--- src/rtl/seg7_multi_display.sv ---
// seg7_multi_display
// Multi-digit active-low 7-segment controller. Values arrive over a
// valid/ready handshake and are rendered either as hex nibbles or, through
// an iterative double-dabble converter, as unsigned decimal. Supports
// leading-zero blanking, an overflow dash pattern and a free-running blink.

module seg7_multi_display #(
   parameter int NDIGITS   = 8,
   parameter int WIDTH     = 32,
   parameter int BLINK_DIV = 25_000_000
) (
   input  logic                   clk,
   input  logic                   rst,
   input  logic                   in_valid,
   output logic                   in_ready,
   input  logic [WIDTH-1:0]       in_value,
   input  logic                   in_mode,
   input  logic                   in_blank_lz,
   input  logic                   blink_en,
   output logic                   busy,
   output logic                   ovf,
   output logic [7*NDIGITS-1:0]   segs
);

   localparam int DW   = 4 * NDIGITS;
   localparam int CNTW = $clog2(WIDTH + 1);
   localparam int CW   = $clog2(BLINK_DIV);

   typedef enum logic {
      IDLE,
      CONV
   } state_t;

   state_t            state;
   logic [WIDTH-1:0]  shreg;
   logic [DW-1:0]     bcd;
   logic              conv_ovf;
   logic [CNTW-1:0]   conv_cnt;
   logic              pend_blank;

   logic [DW-1:0]     disp_digits;
   logic              disp_ovf;
   logic              disp_blank;

   logic [CW-1:0]     blink_cnt;
   logic              blink_on;

   logic [DW-1:0]     hex_ext;
   logic [DW-1:0]     bcd_adj;
   logic [DW-1:0]     bcd_next;
   logic [WIDTH-1:0]  sh_next;
   logic              carry;

   logic [NDIGITS-1:0] lz_blank;
   logic               seen_nonzero;

   // Active-low segment pattern for one nibble (bit0=a .. bit6=g)
   function automatic logic [6:0] hex7(input logic [3:0] d);
      logic [6:0] s;
      case (d)
         4'h0: s = 7'h40;
         4'h1: s = 7'h79;
         4'h2: s = 7'h24;
         4'h3: s = 7'h30;
         4'h4: s = 7'h19;
         4'h5: s = 7'h12;
         4'h6: s = 7'h02;
         4'h7: s = 7'h78;
         4'h8: s = 7'h00;
         4'h9: s = 7'h10;
         4'hA: s = 7'h08;
         4'hB: s = 7'h03;
         4'hC: s = 7'h46;
         4'hD: s = 7'h21;
         4'hE: s = 7'h06;
         default: s = 7'h0E;
      endcase
      return s;
   endfunction

   // One double-dabble step: add-3 correction then shift the joint register;
   // the bit leaving the top BCD digit means the result needs more digits
   always_comb begin
      hex_ext = '0;
      hex_ext[WIDTH-1:0] = in_value;
      bcd_adj = bcd;
      for (int i = 0; i < NDIGITS; i++) begin
         if (bcd[4*i +: 4] >= 4'd5) begin
            bcd_adj[4*i +: 4] = bcd[4*i +: 4] + 4'd3;
         end
      end
      {bcd_next, sh_next} = {bcd_adj, shreg} << 1;
      carry = bcd_adj[DW-1];
   end

   // Handshake/conversion FSM; display registers only change on a hex
   // accept or at the end of a conversion so the old value stays visible
   always_ff @(posedge clk) begin
      if (rst) begin
         state       <= IDLE;
         in_ready    <= 1'b1;
         shreg       <= '0;
         bcd         <= '0;
         conv_ovf    <= 1'b0;
         conv_cnt    <= '0;
         pend_blank  <= 1'b0;
         disp_digits <= '0;
         disp_ovf    <= 1'b0;
         disp_blank  <= 1'b0;
      end else begin
         case (state)
            IDLE: begin
               if (in_valid && in_ready) begin
                  if (!in_mode) begin
                     disp_digits <= hex_ext;
                     disp_blank  <= in_blank_lz;
                     disp_ovf    <= 1'b0;
                  end else begin
                     shreg      <= in_value;
                     bcd        <= '0;
                     conv_ovf   <= 1'b0;
                     pend_blank <= in_blank_lz;
                     conv_cnt   <= CNTW'(WIDTH);
                     in_ready   <= 1'b0;
                     state      <= CONV;
                  end
               end
            end
            CONV: begin
               shreg    <= sh_next;
               bcd      <= bcd_next;
               conv_ovf <= conv_ovf | carry;
               conv_cnt <= conv_cnt - CNTW'(1);
               if (conv_cnt == CNTW'(1)) begin
                  disp_digits <= bcd_next;
                  disp_ovf    <= conv_ovf | carry;
                  disp_blank  <= pend_blank;
                  in_ready    <= 1'b1;
                  state       <= IDLE;
               end
            end
            default: begin
               state    <= IDLE;
               in_ready <= 1'b1;
            end
         endcase
      end
   end

   // Free-running blink divider; phase toggles each time the counter wraps
   always_ff @(posedge clk) begin
      if (rst) begin
         blink_cnt <= '0;
         blink_on  <= 1'b1;
      end else if (blink_cnt == CW'(BLINK_DIV - 1)) begin
         blink_cnt <= '0;
         blink_on  <= ~blink_on;
      end else begin
         blink_cnt <= blink_cnt + CW'(1);
      end
   end

   // Mark digits above the most significant nonzero digit; digit 0 always shows
   always_comb begin
      lz_blank     = '0;
      seen_nonzero = 1'b0;
      for (int i = NDIGITS - 1; i >= 0; i--) begin
         if (disp_digits[4*i +: 4] != 4'h0) begin
            seen_nonzero = 1'b1;
         end
         lz_blank[i] = disp_blank && !seen_nonzero && (i != 0);
      end
   end

   // Segment mux: blink-off beats overflow dashes, which beat blanking
   always_comb begin
      segs = '0;
      for (int i = 0; i < NDIGITS; i++) begin
         if (blink_en && !blink_on) begin
            segs[7*i +: 7] = 7'h7F;
         end else if (disp_ovf) begin
            segs[7*i +: 7] = 7'h3F;
         end else if (lz_blank[i]) begin
            segs[7*i +: 7] = 7'h7F;
         end else begin
            segs[7*i +: 7] = hex7(disp_digits[4*i +: 4]);
         end
      end
   end

   // Status outputs derived from registered state
   always_comb begin
      busy = ~in_ready;
      ovf  = disp_ovf;
   end

endmodule

--- config.mk ---
export PLATFORM = sky130hd
export DESIGN_NAME = seg7_multi_display
export DESIGN_NICKNAME = d
export VERILOG_FILES = /design/src/rtl/seg7_multi_display.sv
export SDC_FILE = /design/constraint.sdc
export NUM_CORES = 1
export LEC_CHECK = 0
export CAP_MARGIN = 20
export CORE_ASPECT_RATIO = 1.25
export CORE_MARGIN = 2
export CORE_UTILIZATION = 58
export DETAILED_ROUTE_END_ITERATION = 6
export HOLD_SLACK_MARGIN = 0.08
export PLACE_DENSITY = 0.81
export SETUP_SLACK_MARGIN = 0.02
export SLEW_MARGIN = 10
export SYNTH_ARGS = -nofsm -noshare
export SYNTH_HDL_FRONTEND = slang
export SYNTH_SLANG_ARGS = --single-unit
export TNS_END_PERCENT = 5
--- constraint.sdc ---
create_clock -name clk -period 3.4 [get_ports clk]
set_input_delay 0.51 -clock clk [delete_from_list [all_inputs] [get_ports clk]]
set_output_delay 0.51 -clock clk [all_outputs]
set_load 0.02 [all_outputs]
==> results.ini, run 1 <==
[route]
firstDrtPassIters = 5
vias = 8859
wirelength_mm = 24.75
viasPerCell = 5.753
routedWlPerCell_um = 16.07
first_iter_violations = 642
post-route-drc-count = 0
ant_nets = 0

[setup_path]
critPathArrivalTime_ns = 2.76
crit_slowest_cell = or4_1
crit_chain = or4_1 > nor2_1 > nand3_1 > o21ai_2 > or2_2 > clkdlybuf4s50_1
critPathMaxStageDelay_ns = 0.60
cp.required_ns = 2.89
r2r_setup_slack_ns = 0.35
worstSetupPathType = register to primary output
crit_path_end_kind = primary output
crit_fanout = 6
crit_buf_inv = 1
crit_path_start_kind = register
crit_family = simple AND/OR/NAND/NOR gates

[placed_design]
placed_area_mm2 = 0.01161
portBuffers = 96
routabilityCongestion = 0.8865
place_hpwl_mm = 17.50

[yosys]
syn_inst = 1212
synth_edf_count = 0
synth_top_family_by_area = simple AND/OR/NAND/NOR gates
yosys_most_used_dff = dfxtp_1
synth-seq-cells = 190
synth_nets = 1310
yosys.area_share.simple_pct = 21.60
synthAdderAreaFrac_pct = 7.286
syn_area_mm2 = 0.01030
synth_mux_area_share_pct = 9.945
synthArstFlopShare_pct = 0
synth-xor-area-share_pct = 3.060
synth_compound_area_share_pct = 15.82
synth-seq-area-share_pct = 36.92
yosysWarningCount = 0
synth_area_per_cell_um2 = 8.501
synthDistinctLibCells = 72

[global_routing]
overflow = 0
grt_pass1_wl_mm = 40.61
grt_start_max_net_pins = 115
antenna_found_initial = 0
grt.total_usage_pct = 26.81
grt_pass1_vias = 8546

[die]
dieArea_mm2 = 0.01885
io_pins = 97
coreArea_mm2 = 0.01743
die_y_um = 153.0
rows = 54
die_w_um = 123.2
initial_core_util_pct = 59.11

[sta]
tns_ns = 0
rsz0062_at_grt = false
skew_ns = 0.01051
drv_slew = 0
slew_headroom_pct = 44.33
fin_crit_ns = 3.267
worst_pin_slew_ns = 0.8324
setup_viol = 0
timing.hold.ws_ns = 0.4486
fmax_ghz = 0.3060
timing_hold_violations_final = 0
min_period_over_period_pct = 96.10

[flow_run]
cap_violations = 0

[pwr]
p_leak_nw = 5.015
power_density_mw_per_mm2 = 470.5
ir_worst_vdd_mv = 0.3235
power_mw = 5.751

[clock_tree]
cts_sinks = 190
cts_max_level = 4
cts_setup_buffers = 0
cts_buffer_depth = 2
cts_root_buffer = clkbuf_16
cts_tree = done
clk_latency_ns = 0.44
clk_pin_slew_ns = 0.08
holdBufCountCts = 0
cts_buffers = 17

[finish]
seqCellArea_mm2 = 0.003807
final_area_mm2 = 0.01222
num_antenna_cells = 0
multi_input_area_mm2 = 0.005968
final_common_cell = dfxtp_1
final_cell_mix = dfxtp_1, nor2_1, nand2_1, a21oi_1, clkdlybuf4s50_1
syn_to_final_growth_pct = 18.63
nets = 1401
fin_util_pct = 70.12
layout-drive-gt1-share_pct = 13.91
fill_cells = 1348

[status]
status = completed

[worst_hold_path]
hold_class = register to register

synth_stat cells (all sizes together) (6+ instances only):
cell type	instances	area share, %
mux2	27	3.0
o211ai	9	0.66
buf	39	2.2
mux2i	72	7.0
and3	8	0.49
nand2b	34	2.1
nand3b	6	0.44
o22ai	16	0.97
o2bb2ai	15	1.3
dfxtp	190	37
xnor2	20	1.7
or2	44	2.7
ha	60	7.3
a21oi	99	4.8
nor4	8	0.55
xor2	16	1.4
nor3	14	0.68
or3b	20	1.7
a211oi	18	1.5
or3	8	0.49
clkbuf	31	1.1
inv	56	2.0
nand3	31	1.5
nor2	146	5.3
a31oi	14	0.85
nand2	107	3.9
o21ai	36	1.9
per-stage QoR:
| stage | setup WS [ns] | std cells |
|---|---|---|
| after floorplan | 0.6054 | 1212 |
| after global placement | 0.04456 | 1508 |
| after detailed placement | 0.04425 | 1508 |
| after CTS | 0.02969 | 1540 |
| after global routing | 0.04030 | 1540 |
| final | 0.1325 | 1540 |
cell families (layout without fill, tap and decap cells):
logic type	count (synthesis)	count (layout)
AOI/OAI and AO/OA	249	249
xor gates and xnor gates	36	36
adders and majority gates	60	60
buffers and inverters	127	231
DFF	190	190
muxes	99	99
and+or+nand+nor	451	451
layout make-up:
cell class              instances  area share, %
clock buffers                  17          3.480
clock inverters                15          1.402
inverters                      57          1.750
multi-input cells             895          48.83
flip-flops and latches        190          31.15
well taps                     224          2.293
repair buffers                142          11.10
power by group:
part	internal, mW	switching [mW]
logic	0.592	0.690
registers	2.38	0.0719
clock network	1.05	0.966
final timing paths:
check	cells past startpoint	to	start
worst min-delay path	1	blink_cnt[0]	blink_cnt[0]
worst max register to register	10	register	bcd[0]
worst max-delay path	6	segs[12]	disp_digits[16]
worst min register to register	1	blink_cnt[0]	blink_cnt[0]
repair_timing:
action | in CTS | in global routing
endpoints found under the setup margin | 13 | 20
gates resized for setup | 4 | 4
pin swaps | 0 | 1
gates cloned | 0 | 0
metal layers:
metal  up-vias  share of wire, %  global-route usage, %  wire (um)
li1       4374                 -                      -          -
met1      4198                42                  32.55      10350
met2       229                50                  46.28      12430
met3        58               5.3                  5.448       1302
met4         0               2.7                  9.632        668
met5         -                 0                      0          0
worst reg2reg max path, stage by stage (launching register included):
cell and delay [ns]:
dfxtp_1 0.44, inv_1 0.08, ha_1 0.23, nand2b_1 0.14, or3b_2 0.47, a311oi_1 0.52, a31o_2 0.26, inv_1 0.10
ha_1 0.21, or3b_1 0.37, o211a_1 0.13
Power figures use the tool's default switching activity.
==> run 2: changes to the inputs <==
Settings changed: HOLD_SLACK_MARGIN 0.08 to 0.1.
==> results of run 2 <==
The final DEF is identical to that of run 1; final timing and power are the same.
==> run 3: changes to the inputs <==
==> constraint.sdc (replaced) <==
create_clock -name clk -period 3.4 [get_ports clk]
set_input_delay 0.34 -clock clk [delete_from_list [all_inputs] [get_ports clk]]
set_output_delay 0.34 -clock clk [all_outputs]
set_load 0.02 [all_outputs]
==> run 3 against run 2 <==
Net effect: final area is 0.18% higher; non-clock buffer count stayed put; hold slack worse by 0.25 ns; cell count hardly changed; register-to-register slack worse by 0.12 ns; highest routed layer unchanged; clock skew is 0.00072 ns higher; sequential power hardly changed.
==> results.ini, run 3 (synthesis gave the netlist of run 1 again) <==
[status]
status = completed

[setup_path]
crit_path_end_kind = primary output
crit_chain = nor4_1 > and3_1 > buf_4 > nand2_1 > nand2_1 > or2_2 > clkdlybuf4s50_1
startpoint = disp_digits[20]
critPathMaxStageDelay_ns = 0.61
path_depth = 7
crit_slowest_cell = nor4_1
crit_family = simple AND/OR/NAND/NOR gates
r2r_setup_slack_ns = 0.23
r2r_start = conv_cnt[1]
critPathArrivalTime_ns = 2.85
crit_fanout = 6
worstSetupPathType = register to primary output
crit_path_frequent_cell = nand2_1
cp.required_ns = 3.06
ff2ff_path_depth = 9
crit_end = segs[21]
crit_buf_inv = 2
crit_path_start_kind = register

[route]
routedWlPerCell_um = 16.00
post-route-drc-count = 0
ant_nets = 0
viasPerCell = 5.750
wirelength_mm = 24.65
vias = 8861
firstDrtPassIters = 5
first_iter_violations = 509

[finish]
syn_to_final_growth_pct = 18.85
final_cell_mix = dfxtp_1, nor2_1, nand2_1, a21oi_1, clkdlybuf4s50_1
fill_cells = 1356
nets = 1402
num_antenna_cells = 0
layout-drive-gt1-share_pct = 13.67
final_common_cell = dfxtp_1

[sta]
slew_headroom_pct = 28.41
rsz0062_at_grt = false
drv_slew = 0
timing.final.ws_setup_ns = 0.2063
worst_pin_slew_ns = 1.074
setup_viol = 0
timing.hold.ws_ns = 0.1965
fin_crit_ns = 3.194
tns_ns = 0
timing_hold_violations_final = 0
fmax_ghz = 0.3131
skew_ns = 0.01123
min_period_over_period_pct = 93.93

[pwr]
power_density_mw_per_mm2 = 476.5
p_leak_nw = 5.028
ir_worst_vdd_mv = 0.3141

[flow_run]
cap_violations = 0

[global_routing]
grt_pass1_wl_mm = 40.39
grt_start_max_net_pins = 94
overflow = 0
antenna_found_initial = 0
grt_pass1_vias = 8537
grt.total_usage_pct = 26.67

[placed_design]
portBuffers = 96
place_ws_ns = 0.1422
routabilityCongestion = 0.8639
place_hpwl_mm = 17.35

[clock_tree]
cts_buffers = 17
clk_pin_slew_ns = 0.07
cts_max_level = 4
clk_latency_ns = 0.44
cts_tree = done
cts_resized = 0
cts_buffer_depth = 2
cts_sinks = 190
holdBufCountCts = 0
cts_root_buffer = clkbuf_16
cts_setup_buffers = 0

[worst_hold_path]
hold_class = input pin to register

[die]
die_y_um = 153.0
rows = 54
io_pins = 97
coreArea_mm2 = 0.01743
dieArea_mm2 = 0.01885
die_w_um = 123.2
initial_core_util_pct = 59.11

==> run 3: cell count changes in the layout (fill, tap and decap cells not counted), sizes merged <==
cell / change
inv: -5
clkbuf: +3
bufinv: +2
clkdlybuf4s50: +1
clkinv: +1
clkinvlp: -1
dlymetal6s2s: -1
o21ai: +1
==> run 3: worst min-delay path by stage <==
| stage | start | end | cells past startpoint |
|---|---|---|---|
| after CTS | rst | shreg[18] | 2 |
| after global routing | rst | shreg[16] | 2 |
| after floorplan | blink_cnt[0] | blink_cnt[0] | 1 |
| after global placement | blink_cnt[0] | blink_cnt[0] | 1 |
| after detailed placement | blink_cnt[0] | blink_cnt[0] | 1 |
| final | rst | shreg[17] | 2 |
==> run 3: area by class of cell <==
cell class | count | area [um^2] | share of cell area, %
clock buffers | 20 | 466.7 | 3.811
clock inverters | 12 | 156.4 | 1.277
inverters | 57 | 214.0 | 1.747
multi-input cells | 896 | 5967 | 48.73
flip-flops and latches | 190 | 3807 | 31.09
well taps | 224 | 280.3 | 2.289
repair buffers | 142 | 1354 | 11.06
==> run 3: where the power goes <==
group | internal (mW) | switching, mW
logic | 0.592 | 0.701
registers | 2.38 | 0.0662
clock network | 1.22 | 0.872
==> run 3: worst reg2reg max path, stage by stage (launching register included) <==
cell	delay, ns
dfxtp_1	0.32
inv_1	0.10
ha_1	0.17
nand3b_1	0.29
o21ai_2	0.95
o211ai_1	0.30
a21oi_1	0.22
buf_4	0.22
mux2_2	0.36
o2bb2ai_1	0.13
==> run 3: through the flow <==
stage                     std cells  area, um^2  util, %  total power [mW]
after floorplan                1212       10300        -             3.292
after global placement         1508       11610    66.62             3.748
after detailed placement       1508       11610    66.62             3.771
after CTS                      1540       12240    70.20             5.852
after global routing           1541       12250    70.25             6.068
final                          1541       12250    70.25             5.834
==> run 3: layer usage <==
| layer | vias to the layer above | global-route usage [%] | part of all wire, % |
|---|---|---|---|
| li1 | 4389 | - | - |
| met1 | 4201 | 33.47 | 43 |
| met2 | 238 | 45.63 | 49 |
| met3 | 33 | 4.552 | 5.3 |
| met4 | 0 | 9.199 | 2.3 |
| met5 | - | 0 | 0 |
